===== src/rtl/ddr4_phy_iob_byte_seq.sv =====
// DDR4 PHY byte-lane IOB sequencer: write-burst tristate/ODT windowing plus VREF tune ramp.
// Optional status logic (wr_ovf, wr_burst_cnt) is enabled by defining IOB_BYTE_SEQ_STATUS_EN.
module ddr4_phy_iob_byte_seq #(
    parameter int                    NUM_BITS      = 13,
    parameter logic [3*NUM_BITS-1:0] IOBTYPE       = '0,
    parameter int                    PRE_CYC       = 1,
    parameter int                    POST_CYC      = 1,
    parameter int                    VREF_STEP_CYC = 16,
    parameter logic [6:0]            VREF_INIT     = 7'h30
) (
    input  logic                clk,
    input  logic                rst_n,
    input  logic                wr_req,
    input  logic [7:0]          wr_len,
    output logic                wr_busy,
    output logic [NUM_BITS-1:0] phy2iob_t,
    output logic [NUM_BITS-1:0] phy2iob_odt_out_byte,
    input  logic [6:0]          vref_target,
    input  logic                vref_load,
    output logic [6:0]          fpga_vref_tune,
    output logic                vref_settled,
    output logic                wr_ovf,
    output logic [15:0]         wr_burst_cnt
);

    function automatic logic [NUM_BITS-1:0] pin_mask(input logic want_io);
        logic [NUM_BITS-1:0] m;
        logic [2:0]          c;
        m = '0;
        for (int i = 0; i < NUM_BITS; i++) begin
            c = IOBTYPE[3*i +: 3];
            if (want_io) m[i] = (c == 3'b011) || (c == 3'b111);
            else         m[i] = (c == 3'b001) || (c == 3'b101);
        end
        return m;
    endfunction

    localparam logic [NUM_BITS-1:0] IO_MASK  = pin_mask(1'b1);
    localparam logic [NUM_BITS-1:0] OUT_MASK = pin_mask(1'b0);
    // Output-only pins always drive; inout pins join them only inside the burst window.
    localparam logic [NUM_BITS-1:0] T_IDLE   = ~OUT_MASK;
    localparam logic [NUM_BITS-1:0] T_BUSY   = ~(OUT_MASK | IO_MASK);
    localparam logic [7:0]          PRE_LAST  = 8'(PRE_CYC - 1);
    localparam logic [7:0]          POST_LAST = 8'(POST_CYC - 1);
    localparam logic [7:0]          STEP_LAST = 8'(VREF_STEP_CYC - 1);

    typedef enum logic [1:0] {IDLE, PRE, BURST, POST} state_t;

    state_t              state_q, state_d;
    logic [7:0]          cnt_q, cnt_d;
    logic [7:0]          len_q, len_d;
    logic                busy_q, busy_d;
    logic [NUM_BITS-1:0] t_q, t_d;
    logic [NUM_BITS-1:0] odt_q, odt_d;
    logic                accept;

    always_comb begin
        state_d = state_q;
        cnt_d   = cnt_q;
        len_d   = len_q;
        accept  = wr_req && (wr_len != 8'd0) && (state_q == IDLE);
        case (state_q)
            IDLE: if (accept) begin
                len_d = wr_len;
                if (PRE_CYC != 0) begin
                    state_d = PRE;
                    cnt_d   = PRE_LAST;
                end else begin
                    state_d = BURST;
                    cnt_d   = wr_len - 8'd1;
                end
            end
            PRE: if (cnt_q == 8'd0) begin
                state_d = BURST;
                cnt_d   = len_q - 8'd1;
            end else begin
                cnt_d = cnt_q - 8'd1;
            end
            BURST: if (cnt_q == 8'd0) begin
                if (POST_CYC != 0) begin
                    state_d = POST;
                    cnt_d   = POST_LAST;
                end else begin
                    state_d = IDLE;
                end
            end else begin
                cnt_d = cnt_q - 8'd1;
            end
            POST: if (cnt_q == 8'd0) state_d = IDLE;
                  else cnt_d = cnt_q - 8'd1;
            default: state_d = IDLE;
        endcase
        // Outputs follow the next state so they are registered yet aligned with it.
        busy_d = (state_d != IDLE);
        t_d    = busy_d ? T_BUSY : T_IDLE;
        odt_d  = ~t_d & (OUT_MASK | IO_MASK);
    end

    always_ff @(posedge clk or negedge rst_n) begin
        if (!rst_n) begin
            state_q <= IDLE;
            cnt_q   <= 8'd0;
            len_q   <= 8'd0;
            busy_q  <= 1'b0;
            t_q     <= T_IDLE;
            odt_q   <= OUT_MASK;
        end else begin
            state_q <= state_d;
            cnt_q   <= cnt_d;
            len_q   <= len_d;
            busy_q  <= busy_d;
            t_q     <= t_d;
            odt_q   <= odt_d;
        end
    end

    assign wr_busy              = busy_q;
    assign phy2iob_t            = t_q;
    assign phy2iob_odt_out_byte = odt_q;

    logic [6:0] tune_q, tune_d;
    logic [6:0] tgt_q, tgt_d;
    logic [7:0] step_q, step_d;
    logic       settled_q, settled_d;

    always_comb begin
        tune_d = tune_q;
        tgt_d  = tgt_q;
        step_d = step_q;
        // A load retargets and restarts the step interval from the current code.
        if (vref_load) begin
            tgt_d  = vref_target;
            step_d = 8'd0;
        end else if (step_q == STEP_LAST) begin
            step_d = 8'd0;
            if (tune_q < tgt_q && tune_q != 7'h7F)      tune_d = tune_q + 7'd1;
            else if (tune_q > tgt_q && tune_q != 7'h00) tune_d = tune_q - 7'd1;
        end else begin
            step_d = step_q + 8'd1;
        end
        settled_d = (tune_q == tgt_q);
    end

    always_ff @(posedge clk or negedge rst_n) begin
        if (!rst_n) begin
            tune_q    <= VREF_INIT;
            tgt_q     <= VREF_INIT;
            step_q    <= 8'd0;
            settled_q <= 1'b1;
        end else begin
            tune_q    <= tune_d;
            tgt_q     <= tgt_d;
            step_q    <= step_d;
            settled_q <= settled_d;
        end
    end

    assign fpga_vref_tune = tune_q;
    assign vref_settled   = settled_q;

`ifdef IOB_BYTE_SEQ_STATUS_EN
    logic        ovf_q, ovf_d;
    logic [15:0] bcnt_q, bcnt_d;

    always_comb begin
        ovf_d  = ovf_q | (wr_req && (wr_len != 8'd0) && busy_q);
        bcnt_d = (accept && bcnt_q != 16'hFFFF) ? bcnt_q + 16'd1 : bcnt_q;
    end

    always_ff @(posedge clk or negedge rst_n) begin
        if (!rst_n) begin
            ovf_q  <= 1'b0;
            bcnt_q <= 16'd0;
        end else begin
            ovf_q  <= ovf_d;
            bcnt_q <= bcnt_d;
        end
    end

    assign wr_ovf       = ovf_q;
    assign wr_burst_cnt = bcnt_q;
`else
    assign wr_ovf       = 1'b0;
    assign wr_burst_cnt = 16'd0;
`endif

endmodule


===== config.mk =====
export PLATFORM = sky130hd
export DESIGN_NAME = ddr4_phy_iob_byte_seq
export DESIGN_NICKNAME = d
export VERILOG_FILES = /design/src/rtl/ddr4_phy_iob_byte_seq.sv
export SDC_FILE = /design/constraint.sdc
export NUM_CORES = 1
export LEC_CHECK = 0
export ABC_AREA = 1
export BUFFER_PORTS_ARGS = -buffer_cell sky130_fd_sc_hd__buf_2
export CAP_MARGIN = 0
export CORE_UTILIZATION = 59
export CTS_CLUSTER_SIZE = 24
export DETAILED_ROUTE_END_ITERATION = 10
export GPL_ROUTABILITY_DRIVEN = 0
export GPL_TIMING_DRIVEN = 0
export PLACE_DENSITY_LB_ADDON = 0.25
export SYNTH_ARGS = -nofsm -noshare
export SYNTH_HDL_FRONTEND = slang
export SYNTH_SLANG_ARGS = --single-unit

===== constraint.sdc =====
create_clock -name clk -period 4.1 [get_ports clk]
set_input_delay 0.41 -clock clk [delete_from_list [all_inputs] [get_ports clk]]
set_output_delay 0.41 -clock clk [all_outputs]
set_load 0.02 [all_outputs]

==> results.md <==
- The flow ran to the end, and the final reports show no timing, DRC or antenna violations.
- The total via count in the routed design is 2,455.
- Counting flops and latches in the post-synthesis netlist gives 42.
- IR analysis of the VDD net gives a maximum drop of 190 uV.
- Traced cell by cell, the critical path runs through inv_1, ha_1, nand2_1, nand2_1, a21oi_1, nand3_1, ha_1, a21oi_1, o21ai_0, a21oi_1, inv_1, nand2_1, nand2_1, nand2_1, nand2_1.
- The total power divided by cell area is 259 nW/um^2.
- Of the available clock period, the critical path in the final layout requires 0.683.
- TritonCTS built the clock tree.
- The number of buffers inserted for hold repair after clock tree synthesis is 0.
- The die extent in y is 73.3 um.
- The delay of the slowest critical-path stage is 0.52 ns.
- The number of unique standard cell types used by synthesis is 36.
- The total count of hold-check failures in the final report came to 0.
- Adding up every negative setup slack in the final design gives 0 ns.
- The region available for standard cell placement spans 4820 um^2.
- Setup repair after global routing left no endpoint under its margin.
- The total count of max-transition violations in the final report came to 0.
- In this run the post-CTS setup repair buffer count came out at 0.
- The routed wire length is 5.60 mm.
- Of the synthesized area, sequential elements account for 0.352.
- From synthesis to final layout, the design area changed by 16.1%.
- In this run the cell area of the synthesized design comes to 3000 um^2.
- The H-tree generated during clock tree synthesis spans 2 levels.
- The most frequent cell on the critical path is sky130_fd_sc_hd__nand2_1.
- The static leakage is 1.96 nW.
- The routed length on met3 is 200 um.
- For this run, asynchronously set or reset flops after synthesis account for 1.00.
- The number of enable-type register cells in the synthesized netlist is 0.
- The die covers 5370 um^2.
- In this run the critical register-to-register path is launched from tgt_q[4].
- Once detail routing completed, the nets flagged for antenna violations numbered 0.
- The top flip-flop cell by instance count after synthesis is sky130_fd_sc_hd__dfrtp_1.
- Counting every instance in the synthesized netlist gives 393.
- The total length of routed met2 wires is 2.91 mm.
- The number of inserted diodes is 0.
- The post-route DRC violation count is 0.
- For the pin with the worst max-slew slack, the measured transition is 0.920 ns.
- The via count of the first global-routing pass is 2,194.
- The clock net in this run drives a total of 42 sinks.
- Of the cells placed in the final design, the portion with a size suffix greater than 1 is 0.237.
- After global routing the overflow that remains totals 0.
- Among all stages on the critical path, the largest delay is contributed by sky130_fd_sc_hd__dfstp_2.
- After clock tree synthesis, the clock-pin slew on the worst setup and hold paths is 0.08 ns.
- The type of destination of the critical path is a register.
- The beginning of the critical path is tgt_q[4].
- For the final database, setup skew stands at 0.00527 ns.
- The first global-routing pass estimated 9.42 mm of wire.
- The required time at the worst-slack endpoint is 4.29 ns.
- In the final routing, the length of wire on met1 measures 2.47 mm.
- After the last flow step, the layout net total stands at 503.
- The minimum clock period after layout is 2.80 ns.
- Post-CTS repair changed the size of 0 cells.
- Across the run, the number of max-cap violations was 0.
- Data arrives at the worst endpoint at 2.99 ns.
- The worst setup path is launched from a register.
- The maximum buffer depth of the clock tree is 2.
- The detail-routed via count per cell is 4.58.
- The uppermost metal layer occupied by signal nets is met4.
- The width of the die is 73.3 um.
- The number of antenna violations at the first check in global routing is 0.
- The total clock buffers created by CTS is 5.
- The clock latency on the worst-skew pair is 0.30 ns.
- For this configuration, the core starts out at a cell density of 0.623.
- During I/O placement, the number of pins put on the boundary was 71.
- Hold is met by 0.244 ns.
- In the global route stage, overall resource usage came out at 0.229.
- The number of iterations in the first detailed-routing pass is 4.
- The worst hold path belongs to the class input port to async pin.
- The critical-path maximum fanout is 8.
- The wire-length estimate of the detail-placed layout is 4.33 mm.
- By startpoint and endpoint, the worst setup path is classified as register to register.
- The quantity of I/O buffers inserted on ports is 27.
- Setup violations remaining at the end of the flow were counted as 0.
- The number of synthesis warnings is 0.
- After detailed routing, the average wire length per cell comes to 10.5 um.
- Entering global routing, the biggest net connects 43 pins.
- The average instance in the mapped netlist occupies 7.63 um^2.
- The worst slew slack as a fraction of its limit is 0.386.
- For this run, the top clock speed supported by timing is 357 MHz.
- The starting DRC count in detailed routing is 99.
- The clock tree root driver cell is sky130_fd_sc_hd__clkbuf_8.
- The placement row count is 25.
## flip-flops by register name (all words and copies together) (netlist names)
| name | flops |
|---|---|
| wr_busy | 1 |
| vref_settled | 1 |
| cnt_q | 8 |
| fpga_vref_tune | 7 |
| state_q | 2 |
| step_q | 8 |
| tgt_q | 7 |
| len_q | 8 |
## power by group
| part | total, W | leakage, nW | internal (W) | switching [W] |
|---|---|---|---|---|
| combinational | 0.000140 | 1.39 | 0.0000549 | 0.0000853 |
| sequential | 0.000435 | 0.513 | 0.000428 | 0.00000724 |
| clock | 0.000328 | 0.0579 | 0.000179 | 0.000148 |
| total | 0.000903 | 1.96 | 0.000662 | 0.000241 |
## kinds of logic after synthesis
| family | after synthesis | share of synthesized area |
|---|---|---|
| AO/OA/AOI/OAI | 44 | 0.0917 |
| XOR/XNOR | 12 | 0.0350 |
| adder cells (fa/ha/maj) | 16 | 0.0692 |
| buffers and inverters | 99 | 0.185 |
| flip-flops | 42 | 0.352 |
| other | 2 | 0.00250 |
| AND/OR/NAND/NOR | 178 | 0.264 |
## final cells by class
| cell class | instances | area (um^2) |
|---|---|---|
| sequential | 42 | 1060 |
| multi-input combinational | 293 | 1540 |
| timing repair buffer | 27 | 135 |
| fill | 419 | 1340 |
| tap | 67 | 83.8 |
| inverter | 52 | 200 |
| clock buffer | 5 | 68.8 |
| clock inverter | 3 | 40.0 |
| buffer | 47 | 354 |
## cells in the final DEF, fill, tap and decap left out, drive strengths merged, types with 5 or more instances in the layout
cell type	Yosys	final
nand2	113	113
buf	46	73
inv	51	51
conb	2	43
dfrtp	37	37
o21ai	29	29
nor2	25	25
nand3	20	20
ha	15	15
a21oi	10	10
xor2	9	9
nand4	6	6
nor3	6	6
clkbuf	1	6
dfstp	5	5
## per-stage QoR
step / instances / util / setup WS [ns] / power [W] / area [um^2]
2_1_floorplan: 434 / - / 1.55 / 0.000554 / 3150
6_report: 536 / 0.723 / 1.30 / 0.000903 / 3480
3_3_place_gp: 528 / 0.700 / 1.39 / 0.000580 / 3370
4_1_cts: 536 / 0.723 / 1.33 / 0.000912 / 3480
5_1_grt: 536 / 0.723 / 1.06 / 0.000952 / 3480
3_5_place_dp: 528 / 0.700 / 1.34 / 0.000582 / 3370
## layer usage
metal  global-route usage  vias to the layer above
li1                     -                     1303
met1                0.287                     1108
met2                0.400                       42
met3               0.0494                        2
met4               0.0598                        0
met5                    0                        -
## Yosys cell counts (3+ instances only)
cell type | n | area (um^2)
sky130_fd_sc_hd__nor3_1 | 6 | 30.0
sky130_fd_sc_hd__xnor2_1 | 3 | 26.3
sky130_fd_sc_hd__ha_1 | 15 | 188
sky130_fd_sc_hd__o21ai_2 | 9 | 78.8
sky130_fd_sc_hd__nor2_1 | 22 | 82.6
sky130_fd_sc_hd__o21ai_1 | 6 | 30.0
sky130_fd_sc_hd__inv_1 | 48 | 180
sky130_fd_sc_hd__inv_2 | 3 | 11.3
sky130_fd_sc_hd__buf_4 | 43 | 323
sky130_fd_sc_hd__nand2_1 | 108 | 405
sky130_fd_sc_hd__dfrtp_1 | 37 | 926
sky130_fd_sc_hd__nand4_1 | 6 | 37.5
sky130_fd_sc_hd__nand3_1 | 20 | 100
sky130_fd_sc_hd__nand2_4 | 4 | 45.0
sky130_fd_sc_hd__xor2_1 | 9 | 78.8
sky130_fd_sc_hd__dfstp_2 | 5 | 131
sky130_fd_sc_hd__o21ai_0 | 13 | 65.1
sky130_fd_sc_hd__a21oi_1 | 10 | 50.1
## critical path: cells and delay by family, from the launching register on
kind	cells	cell delay, ns
adder cells (fa/ha/maj)	2	0.75
buffers and inverters	2	0.11
AND/OR/NAND/NOR	7	0.64
flip-flops	1	0.52
AO/OA/AOI/OAI	4	0.68
## path summary, 6_finish.rpt
path,end,slack [ns],depth (start not counted)
max,fpga_vref_tune[6],1.30,15
min,cnt_q[7],0.24,1
max reg2reg,fpga_vref_tune[6],1.30,15
min reg2reg,step_q[0],0.46,1
max in group asynchronous,len_q[5],3.28,1
min in group clk,tgt_q[3],0.32,3
No activity file was read; power rests on OpenSTA's default activity.
